<file path="config.mk">
export PLATFORM = sky130hd
export DESIGN_NAME = div_unit
export DESIGN_NICKNAME = d
export VERILOG_FILES = /design/src/rtl/div_unit.sv
export SDC_FILE = /design/constraint.sdc
export NUM_CORES = 1
export LEC_CHECK = 0
export ABC_AREA = 1
export CAP_MARGIN = 10
export CORE_MARGIN = 3
export CORE_UTILIZATION = 50
export CTS_BUF_LIST = sky130_fd_sc_hd__clkbuf_16
export CTS_CLUSTER_SIZE = 28
export DETAILED_ROUTE_END_ITERATION = 10
export GPL_ROUTABILITY_DRIVEN = 0
export PLACE_DENSITY_LB_ADDON = 0.3
export SLEW_MARGIN = 0
export SYNTH_ARGS = -nofsm -noshare
export SYNTH_HDL_FRONTEND = slang
export SYNTH_SLANG_ARGS = --single-unit
</file>
<file path="constraint.sdc">
create_clock -name clk -period 3.5 [get_ports clk]
set_input_delay 0.35 -clock clk [delete_from_list [all_inputs] [get_ports clk]]
set_output_delay 0.35 -clock clk [all_outputs]
set_load 0.01 [all_outputs]
</file>
<file path="src/rtl/div_unit.sv">
// div_unit: multi-cycle 32-bit radix-2 restoring divider for the EX stage.
// Runs DIV (signed) and DIVU. It holds the pipeline through stall_o while it
// iterates, then delivers {remainder, quotient} on result_o with ready_o high.
// Optional feature macro: DIV_FAST_ZERO_EN. When it is defined, a zero divisor
// completes in one cycle with the same divide-by-zero result that the full
// iteration would produce.
module div_unit (
    input  logic        clk,
    input  logic        resetn,
    input  logic        start_i,
    input  logic        signed_i,
    input  logic [31:0] opdata1_i,
    input  logic [31:0] opdata2_i,
    input  logic        annul_i,
    output logic        stall_o,
    output logic        ready_o,
    output logic [63:0] result_o
);

    typedef enum logic [1:0] {
        ST_IDLE = 2'd0,
        ST_BUSY = 2'd1,
        ST_DONE = 2'd2
    } state_t;

    state_t      state_r;
    state_t      state_nxt_s;

    logic [31:0] dividend_r;   // shifts left; quotient bits enter at the LSB
    logic [31:0] divisor_r;
    logic [31:0] rem_r;
    logic [4:0]  count_r;
    logic        signed_r;
    logic        sign1_r;
    logic        sign2_r;
    logic [63:0] result_r;

    logic [32:0] partial_s;
    logic        fits_s;
    logic [31:0] rem_next_s;
    logic [31:0] quot_next_s;
    logic        last_iter_s;
    logic        accept_s;
    logic        neg_q_s;
    logic        neg_r_s;

    // Two's-complement magnitude, taken only for signed operations.
    function automatic logic [31:0] magnitude(input logic [31:0] v, input logic en);
        logic [31:0] m;
        if (en && v[31]) begin
            m = 32'd0 - v;
        end else begin
            m = v;
        end
        return m;
    endfunction

    // Applies the quotient and remainder sign corrections and packs {rem, quot}.
    function automatic logic [63:0] sign_fix(input logic [31:0] q, input logic [31:0] r,
                                             input logic neg_q, input logic neg_r);
        logic [31:0] qf;
        logic [31:0] rf;
        qf = neg_q ? (32'd0 - q) : q;
        rf = neg_r ? (32'd0 - r) : r;
        return {rf, qf};
    endfunction

    // One restoring iteration: shift in the next dividend bit, then trial-subtract.
    always_comb begin
        partial_s   = {rem_r, dividend_r[31]};
        fits_s      = (partial_s >= {1'b0, divisor_r});
        // The true difference is below the divisor, so 32 bits are enough.
        rem_next_s  = fits_s ? (partial_s[31:0] - divisor_r) : partial_s[31:0];
        quot_next_s = {dividend_r[30:0], fits_s};
        last_iter_s = (count_r == 5'd31);
        accept_s    = (state_r == ST_IDLE) && start_i && !annul_i;
        neg_q_s     = signed_r && (sign1_r ^ sign2_r);
        neg_r_s     = signed_r && sign1_r;
    end

    // State register.
    always_ff @(posedge clk) begin
        if (!resetn) begin
            state_r <= ST_IDLE;
        end else begin
            state_r <= state_nxt_s;
        end
    end

    // Next-state logic; annul overrides everything, including completion.
    always_comb begin
        state_nxt_s = state_r;
        if (annul_i) begin
            state_nxt_s = ST_IDLE;
        end else begin
            case (state_r)
                ST_IDLE: begin
                    if (start_i) begin
`ifdef DIV_FAST_ZERO_EN
                        if (opdata2_i == 32'd0) begin
                            state_nxt_s = ST_DONE;
                        end else begin
                            state_nxt_s = ST_BUSY;
                        end
`else
                        state_nxt_s = ST_BUSY;
`endif
                    end else begin
                        state_nxt_s = ST_IDLE;
                    end
                end
                ST_BUSY: begin
                    if (last_iter_s) begin
                        state_nxt_s = ST_DONE;
                    end else begin
                        state_nxt_s = ST_BUSY;
                    end
                end
                ST_DONE: begin
                    // Same instruction still in EX while start_i stays high.
                    if (start_i) begin
                        state_nxt_s = ST_DONE;
                    end else begin
                        state_nxt_s = ST_IDLE;
                    end
                end
                default: begin
                    state_nxt_s = ST_IDLE;
                end
            endcase
        end
    end

    // Datapath: latch operands on accept, iterate in BUSY, register the fixed result.
    always_ff @(posedge clk) begin
        if (!resetn) begin
            dividend_r <= 32'd0;
            divisor_r  <= 32'd0;
            rem_r      <= 32'd0;
            count_r    <= 5'd0;
            signed_r   <= 1'b0;
            sign1_r    <= 1'b0;
            sign2_r    <= 1'b0;
            result_r   <= 64'd0;
        end else if (accept_s) begin
            dividend_r <= magnitude(opdata1_i, signed_i);
            divisor_r  <= magnitude(opdata2_i, signed_i);
            rem_r      <= 32'd0;
            count_r    <= 5'd0;
            signed_r   <= signed_i;
            sign1_r    <= opdata1_i[31];
            sign2_r    <= opdata2_i[31];
`ifdef DIV_FAST_ZERO_EN
            // Same result the full run gives: all-ones quotient, dividend as remainder.
            if (opdata2_i == 32'd0) begin
                result_r <= sign_fix(32'hFFFF_FFFF, magnitude(opdata1_i, signed_i),
                                     signed_i && opdata1_i[31], signed_i && opdata1_i[31]);
            end else begin
                result_r <= result_r;
            end
`endif
        end else if ((state_r == ST_BUSY) && !annul_i) begin
            rem_r      <= rem_next_s;
            dividend_r <= quot_next_s;
            count_r    <= count_r + 5'd1;
            if (last_iter_s) begin
                result_r <= sign_fix(quot_next_s, rem_next_s, neg_q_s, neg_r_s);
            end else begin
                result_r <= result_r;
            end
        end else begin
            result_r <= result_r;
        end
    end

    // Outputs: ready is a decode of the state register, the result is registered.
    always_comb begin
        ready_o  = (state_r == ST_DONE);
        result_o = result_r;
        stall_o  = start_i && !ready_o && !annul_i && resetn;
    end

endmodule

</file>
# Yosys cells after proc, flatten, opt, wreduce, memory -nomap -nowiden
# Index checks and enable logic that the tools add are counted.
# Widths: inputs -> output; s select.
# classes
n_addsub	6
n_lt_le_gt_ge	1
eq_ne	3
n_mux	11
bitwise	3
reduce_logical	17
# op_table
cell	count
$mux 32	7
$sub 1x32->32 const A	4
$ge 33x32->1	1
$sub 32x32->32	1
$logic_and 1x1->1	10
$pmux 2 s3	1
$add 5x1->5 const B	1
$eq 5x5->1 const B	1
$mux 2	2
$reduce_or 2->1	2
$reduce_and 3->1	1
$eq 2x1->1 const B	1
$eq 2x2->1 const B	1
$logic_not 1->1	2
$logic_not 2->1	1
$not 1->1	2
$reduce_bool 2->1	1
$mux 1	1
$xor 1x1->1	1
# word_totals
register_bits	170
output_inout_bits	66

# Depth between registers and ports, before layout
# Gate-level depths: netlist (run 1).
# logic_depth
depth_word	5
depth_mapped	28
depth_no_buf	27

# Worst setup path after synthesis (run 1)
# No wires, ideal clock.
# synth_timing
path_type	register to register
start	register divisor_r[8]
end	register result_r[30] (netlist: result_o[30])
setup_time_ns	0.117
arrival_time_ns	3.438
t_required_ns	3.383
setup_slack_ns	-0.056
path_stages_with_launch	29
n_path_buf	1
period_less_slack_ns	3.556
path_cell_list	dfxtp_1 -> inv_1 -> ha_1 -> nand2_1 -> inv_1 -> nand2_1 -> nand2_1 -> inv_1 -> nand3_2 -> nand2_2 -> nand2_2 -> nand2_4 -> nand2_8 -> buf_12 -> inv_4 -> ha_1 -> nand3_1 -> nor3_1 -> nand3_1 -> nor3_2 -> nand2_1 -> o21ai_1 -> nand2_1 -> a21oi_1 -> o21ai_1 -> nand2_1 -> nand2_1 -> o221ai_1 -> inv_1
# synth_via
elab_chain_len	3
# synth_lines
element	line_no	rtl
start: declaration	30	logic [31:0] divisor_r;
start signal: assignment	147	divisor_r <= magnitude(opdata2_i, signed_i);
$ge 33x32->1	71	fits_s = (partial_s >= {1'b0, divisor_r});
$sub 1x32->32	63	qf = neg_q ? (32'd0 - q) : q;
$mux 32	63	
end signal: assignment	167	result_r <= sign_fix(quot_next_s, rem_next_s, neg_q_s, neg_r_s);
end signal: assignment	169	result_r <= result_r;
end signal: assignment	172	result_r <= result_r;
end: declaration	36	logic [63:0] result_r;
# Every way passes these cells.
# A chain may end at the register's enable or synchronous reset.

# Final worst setup path (run 1)
# layout_timing
start	register divisor_r[27]
end	register result_r[30] (netlist: result_o[30])
# The elaborated chain is that of the path after synthesis.

==> results of run 1 <==
[metal layers]
metal / global-route usage [%] / wire [um] / part of all wire (%)
met1: 42.2 / 18600 / 42
met3: 5.72 / 4560 / 10
met2: 46.9 / 19500 / 44
met4: 10.4 / 1820 / 4.1
met5: 0 / 0 / 0
[logic make-up (layout without fill, tap and decap cells)]
logic type	after synthesis	count (layout)	synth area share (%)
simple gates	1078	1078	35.7
buf+inv	445	597	13.5
compound gates	340	340	14.7
flops	170	170	26.4
xor+xnor	86	86	5.85
fa+ha+maj	39	39	3.85
[power groups by stage]
stage | registers (mW) | clock network (mW) | logic (mW)
2_1_floorplan | 2.08 | 0 | 1.60
3_3_place_gp | 2.10 | 0 | 2.32
3_5_place_dp | 2.10 | 0 | 2.34
4_1_cts | 2.05 | 1.93 | 2.41
5_1_grt | 2.07 | 2.02 | 2.96
6_report | 2.06 | 1.93 | 2.75
[placed cells by master, fill, tap and decap left out, drive strengths merged, types with 10 or more instances in the layout]
cell type / count
a31oi: 10
o211ai: 24
xor2: 73
nor3: 33
xnor2: 13
inv: 375
a21oi: 112
o21ai: 161
nand3: 126
clkbuf: 18
nand2: 623
dfxtp: 170
ha: 38
buf: 60
clkdlybuf4s50: 133
nand4: 28
nor2: 240
o221ai: 17
or2: 10
[flip-flops by register name, indices dropped and copies added, names as in the netlist, 2 cells and up]
register / flops
count_r: 5
dividend_r: 32
divisor_r: 32
rem_r: 32
result_o: 64
state_r: 2
[final timing paths]
path / from / end / slack [ns] / cells past startpoint
hold reg to reg: dividend_r[29]$_SDFFE_PN0P_ / dividend_r[29]$_SDFFE_PN0P_ / 0.47 / 2
setup / recovery: divisor_r[27]$_SDFFE_PN0P_ / result_o[30]$_SDFFE_PN0P_ / 0.08 / 25
setup reg to reg: divisor_r[27]$_SDFFE_PN0P_ / result_o[30]$_SDFFE_PN0P_ / 0.08 / 25
hold / removal: resetn / state_r[0]$_SDFF_PP0_ / 0.29 / 4
[through the flow]
step | total power [mW] | area [um^2]
floorplan | 3.68 | 12900
global placement | 4.42 | 14700
detailed placement | 4.44 | 14700
CTS | 6.40 | 15400
global route | 7.06 | 16100
finish | 6.74 | 16100
[critical path, cell delays in order (launching register included)]
cell      delay [ns]
dfxtp_1         0.36
inv_1           0.10
ha_4            0.27
nand2_2         0.08
inv_1           0.06
nand2_1         0.07
nand2_1         0.08
a21oi_2         0.14
nand2_2         0.10
nor2_8          0.15
nand2_8         0.09
inv_4           0.07
ha_4            0.14
nand3_2         0.07
nor3_2          0.18
nand3_1         0.14
nor3_2          0.23
nand2_1         0.13
o21ai_2         0.19
nand2_2         0.08
a21oi_2         0.14
o21ai_2         0.08
nand2_1         0.07
nand2_1         0.06
o221ai_2        0.17
inv_1           0.05
[area by class of cell]
type | instances | share of cell area (%)
Sequential cell | 170 | 21.4
Clock buffer | 17 | 2.65
Tap cell | 330 | 2.57
Multi-Input combinational cell | 1543 | 52.0
Inverter | 370 | 8.67
Clock inverter | 15 | 0.990
Timing Repair Buffer | 195 | 11.7
[repair_timing]
item / in CTS / in global routing
pin swaps: 0 / 31
gates cloned: 1 / 1
resized for setup: 7 / 131
buffers inserted: 0 / 11
setup endpoints to repair: 7 / 36
==> metrics.cfg, run 1 <==
[layout]
fillCellCount = 2349
nets = 2405
antennaDiodeCount = 0
drive_gt1_share_pct = 12.3
utilization_pct = 63.6
stdcell_count = 2640
area_growth_pct = 24.6
register_area_um2 = 3440
multi_input_comb_area_um2 = 8350

[critical_path]
end_kind = flip-flop
critPathLaunchType = flip-flop
worstPathRequired_ns = 3.84
crit_fanout = 4
worstSetupPathType = reg2reg
critPathArrivalTime_ns = 3.75

[logic_synthesis]
synth_most_common_cell = nand2_1
ys_types = 51
synth.yosys.seq_area_share_pct = 26.4
synthCells = 2158
synth_top_area_cell = dfxtp_1
synthTopCellsByCount = nand2_1 (602), inv_1 (357), nor2_1 (221)
synth.area.top_cells = dfxtp_1 (26%), nand2_1 (18%), inv_1 (10%), nor2_1 (6.4%), o21ai_0 (5.8%)
yosysWarnings = 0
ys_ff_latch = 170
synth_top_area_share_pct = 26.4
synth_area_um2 = 12900
synth-main-ff-cell = dfxtp_1
async_flop_share_pct = 0
synth_area_per_cell_um2 = 5.97
syn_nets = 2266
synth_edf_count = 0

[timing]
post-route-period-util_pct = 97.6
worst_pin_slew_ns = 0.894
rsz0062_at_grt = true
worst_clock_skew_ns = 0.0128
final.hold.worst_slack_ns = 0.293
final_hold_viol_count = 0
drv_slew = 0
period_needed_ns = 3.42
fin_setup_tns_ns = 0
max_slew_margin_pct = 40.4
max_freq_mhz = 293
setup_viol = 0
fin_ws_ns = 0.0834

[routing]
via_count = 14697
wirelength_um = 44400
drt-pass1-iter-count = 6
viasPerCell = 5.57
antenna_left = 0
route.detailed.drc = 0
wl_per_cell_um = 16.8
drtIter0Drc = 1685

[cts]
clk-insertion-delay-late_ns = 0.45
ctsLongestPathBuffers = 2
clkSinkCount = 170
h-tree-depth = 4
tritoncts = yes
numCtsBuffers = 17
cts-hold-fix-buffers = 0
clkTransAtPathRegs_ns = 0.07
cts-root-buf = clkbuf_16

[flow_run]
maxCapViolations = 0

[power]
switchingPower_mw = 2.79
p_seq_share_pct = 30.6
power_density_nw_per_um2 = 420
clkPwrFrac_pct = 28.6
irDropWorstVdd_v = 0.000354
comb_power_share_pct = 40.8
p_int_mw = 3.95
switching_share_pct = 41.4
p_leak_nw = 7.78

[placement]
post-place-ws_ns = -0.132
portBuffers = 134
placed_cells = 2595
dp_hpwl_um = 32700

[grt]
grt_pass1_vias = 13275
grt_overflow_total = 0
grt_max_degree = 116
grtUsageTotal_pct = 30.2
grt_pass1_wl_um = 68900
antenna_found_initial = 0

[die]
die_h_um = 167
die_x_um = 167
start_util_pct = 51.0
coreArea_um2 = 25300
rows = 58
dieArea_um2 = 27700
ios = 135

[run_status]
outcome = finished, final reports clean

[hold_path]
hold_path.class = in2reg

No activity file was read; power rests on OpenSTA's default activity.
==> run 2, diff against run 1 <==
==> constraint.sdc (replaced) <==
create_clock -name clk -period 3.5 [get_ports clk]
set_input_delay 0.7 -clock clk [delete_from_list [all_inputs] [get_ports clk]]
set_output_delay 0.7 -clock clk [all_outputs]
set_load 0.01 [all_outputs]
==> run 2 against run 1 <==
The run now ends with setup timing left. Largest power group unchanged. Clock skew rose by 0.0042 ns. Via count about the same. Clock-buffer cell count stayed put. Sequential power about the same. Global-route usage fell by 0.62 points. Register-to-register slack got worse by 0.16 ns. Total power decreased by 1.7%. Hold slack better by 0.18 ns.
==> metrics.cfg, run 2 (synthesis gave the netlist of run 1 again) <==
[cts]
h-tree-depth = 4
cts-hold-fix-buffers = 0
cts-root-buf = clkbuf_16
tritoncts = yes
clkSinkCount = 170
clkTransAtPathRegs_ns = 0.08
ctsLongestPathBuffers = 2
clk-insertion-delay-late_ns = 0.45
numCtsBuffers = 17

[timing]
worst_clock_skew_ns = 0.0170
max_freq_mhz = 279
final.hold.worst_slack_ns = 0.468
setup_viol = 2
max_slew_margin_pct = 42.5
worst_pin_slew_ns = 0.862
post-route-period-util_pct = 102
final_hold_viol_count = 0
period_needed_ns = 3.58
fin_ws_ns = -0.0780
drv_slew = 0
rsz0062_at_grt = true

[run_status]
violations = setup timing
outcome = complete, but fails checks

[die]
coreArea_um2 = 25300
die_x_um = 167
ios = 135
start_util_pct = 51.0
die_h_um = 167
rows = 58
dieArea_um2 = 27700

[critical_path]
rr_worst_depth = 26
worstPathRequired_ns = 3.84
end_kind = flip-flop
critPathLaunchType = flip-flop
worstSetupPathType = reg2reg
cp-startpoint = rem_r[14]$_SDFFE_PP0P_
cp-endpoint = result_o[30]$_SDFFE_PN0P_
regToRegSetupSlack_ns = -0.08
slowest_delay_ns = 0.47
crit_path_top_delay_cell = dfxtp_1
crit_fanout = 5
cp_common_cell = nand2_1
r2r_start = rem_r[14]$_SDFFE_PP0P_
r2r-end = result_o[30]$_SDFFE_PN0P_
critPathArrivalTime_ns = 3.92

[power]
irDropWorstVdd_v = 0.000226
p_leak_nw = 7.80
power_density_nw_per_um2 = 412

[grt]
grt_pass1_vias = 12960
grtUsageTotal_pct = 29.6
grt_overflow_total = 0
grt_pass1_wl_um = 67600
grt_max_degree = 73
antenna_found_initial = 1

[routing]
route.detailed.drc = 0
via_count = 14703
wirelength_um = 43700
drtIter0Drc = 1677
viasPerCell = 5.55
wl_per_cell_um = 16.5
drt-pass1-iter-count = 6
antenna_left = 0

[layout]
stdcell_count = 2650
largest_reg_flops = 64
area_growth_pct = 24.9
mostFrequentLayoutCells = nand2_1 (573), inv_1 (345), nor2_1 (211)
antennaDiodeCount = 0
drive_gt1_share_pct = 12.9
nets = 2415
layout_commonest_cell = nand2_1

[hold_path]
hold_path.class = reg2reg

[placement]
portBuffers = 134
post-place-ws_ns = 0.0115
dp_hpwl_um = 32900
placed_cells = 2606

[flow_run]
maxCapViolations = 0

run 2: how the worst min path moves through the flow:
stage,startpoint,endpoint,slack [ns],cells after the start
2_1_floorplan,signed_r$_SDFFE_PN0P_,signed_r$_SDFFE_PN0P_,0.45,2
3_3_place_gp,dividend_r[29]$_SDFFE_PN0P_,dividend_r[29]$_SDFFE_PN0P_,0.45,2
6_report,dividend_r[6]$_SDFFE_PN0P_,dividend_r[6]$_SDFFE_PN0P_,0.47,2
5_1_grt,count_r[4]$_SDFFE_PP0P_,count_r[4]$_SDFFE_PP0P_,0.50,2
4_1_cts,dividend_r[6]$_SDFFE_PN0P_,dividend_r[6]$_SDFFE_PN0P_,0.47,2
3_5_place_dp,dividend_r[6]$_SDFFE_PN0P_,dividend_r[6]$_SDFFE_PN0P_,0.46,2
run 2: cell type report:
cell class / count / area (um^2)
clock inverter: 15 / 155
clock buffer: 17 / 425
timing repair buffer: 205 / 1910
inverter: 370 / 1390
fill: 2293 / 9170
multi-input combinational: 1543 / 8360
tap: 330 / 413
sequential: 170 / 3440
run 2: what timing repair did:
| action | in CTS | in global routing |
|---|---|---|
| pin swaps | 0 | 29 |
| gates resized for setup | 6 | 140 |
| setup buffers | 0 | 12 |
| endpoints found under the setup margin | 4 | 33 |
| hold endpoints to repair | 0 | 0 |
run 2: worst max-delay path: cells and delay by family (launching register included):
kind | cells | cell delay (ns)
flip-flops | 1 | 0.47
AO/OA/AOI/OAI | 4 | 0.62
adder cells (fa/ha/maj) | 2 | 0.39
AND/OR/NAND/NOR | 15 | 1.64
buffers and inverters | 5 | 0.32
run 2: metrics by stage:
stage / setup TNS, ns / total power [mW] / cell area, um^2 / util, %
5_1_grt: -0.750 / 6.94 / 16100 / 63.7
6_report: -0.141 / 6.63 / 16100 / 63.7
4_1_cts: 0 / 6.33 / 15400 / 60.9
3_5_place_dp: 0 / 4.43 / 14800 / 58.5
2_1_floorplan: 0 / 3.68 / 12900 / -
3_3_place_gp: 0 / 4.41 / 14800 / 58.5
run 2: power breakdown:
group / internal (mW) / switching (mW)
sequential: 2.00 / 0.0668
clock: 0.955 / 0.952
combinational: 0.899 / 1.75
total: 3.86 / 2.77
run 2: metal layers:
layer / GRT usage (%) / vias up / routed length (um)
met1: 40.8 / 6695 / 18200
met5: 0 / - / 13
met3: 5.32 / 130 / 4410
met2: 46.8 / 769 / 19500
li1: - / 7107 / -
met4: 10.2 / 2 / 1610
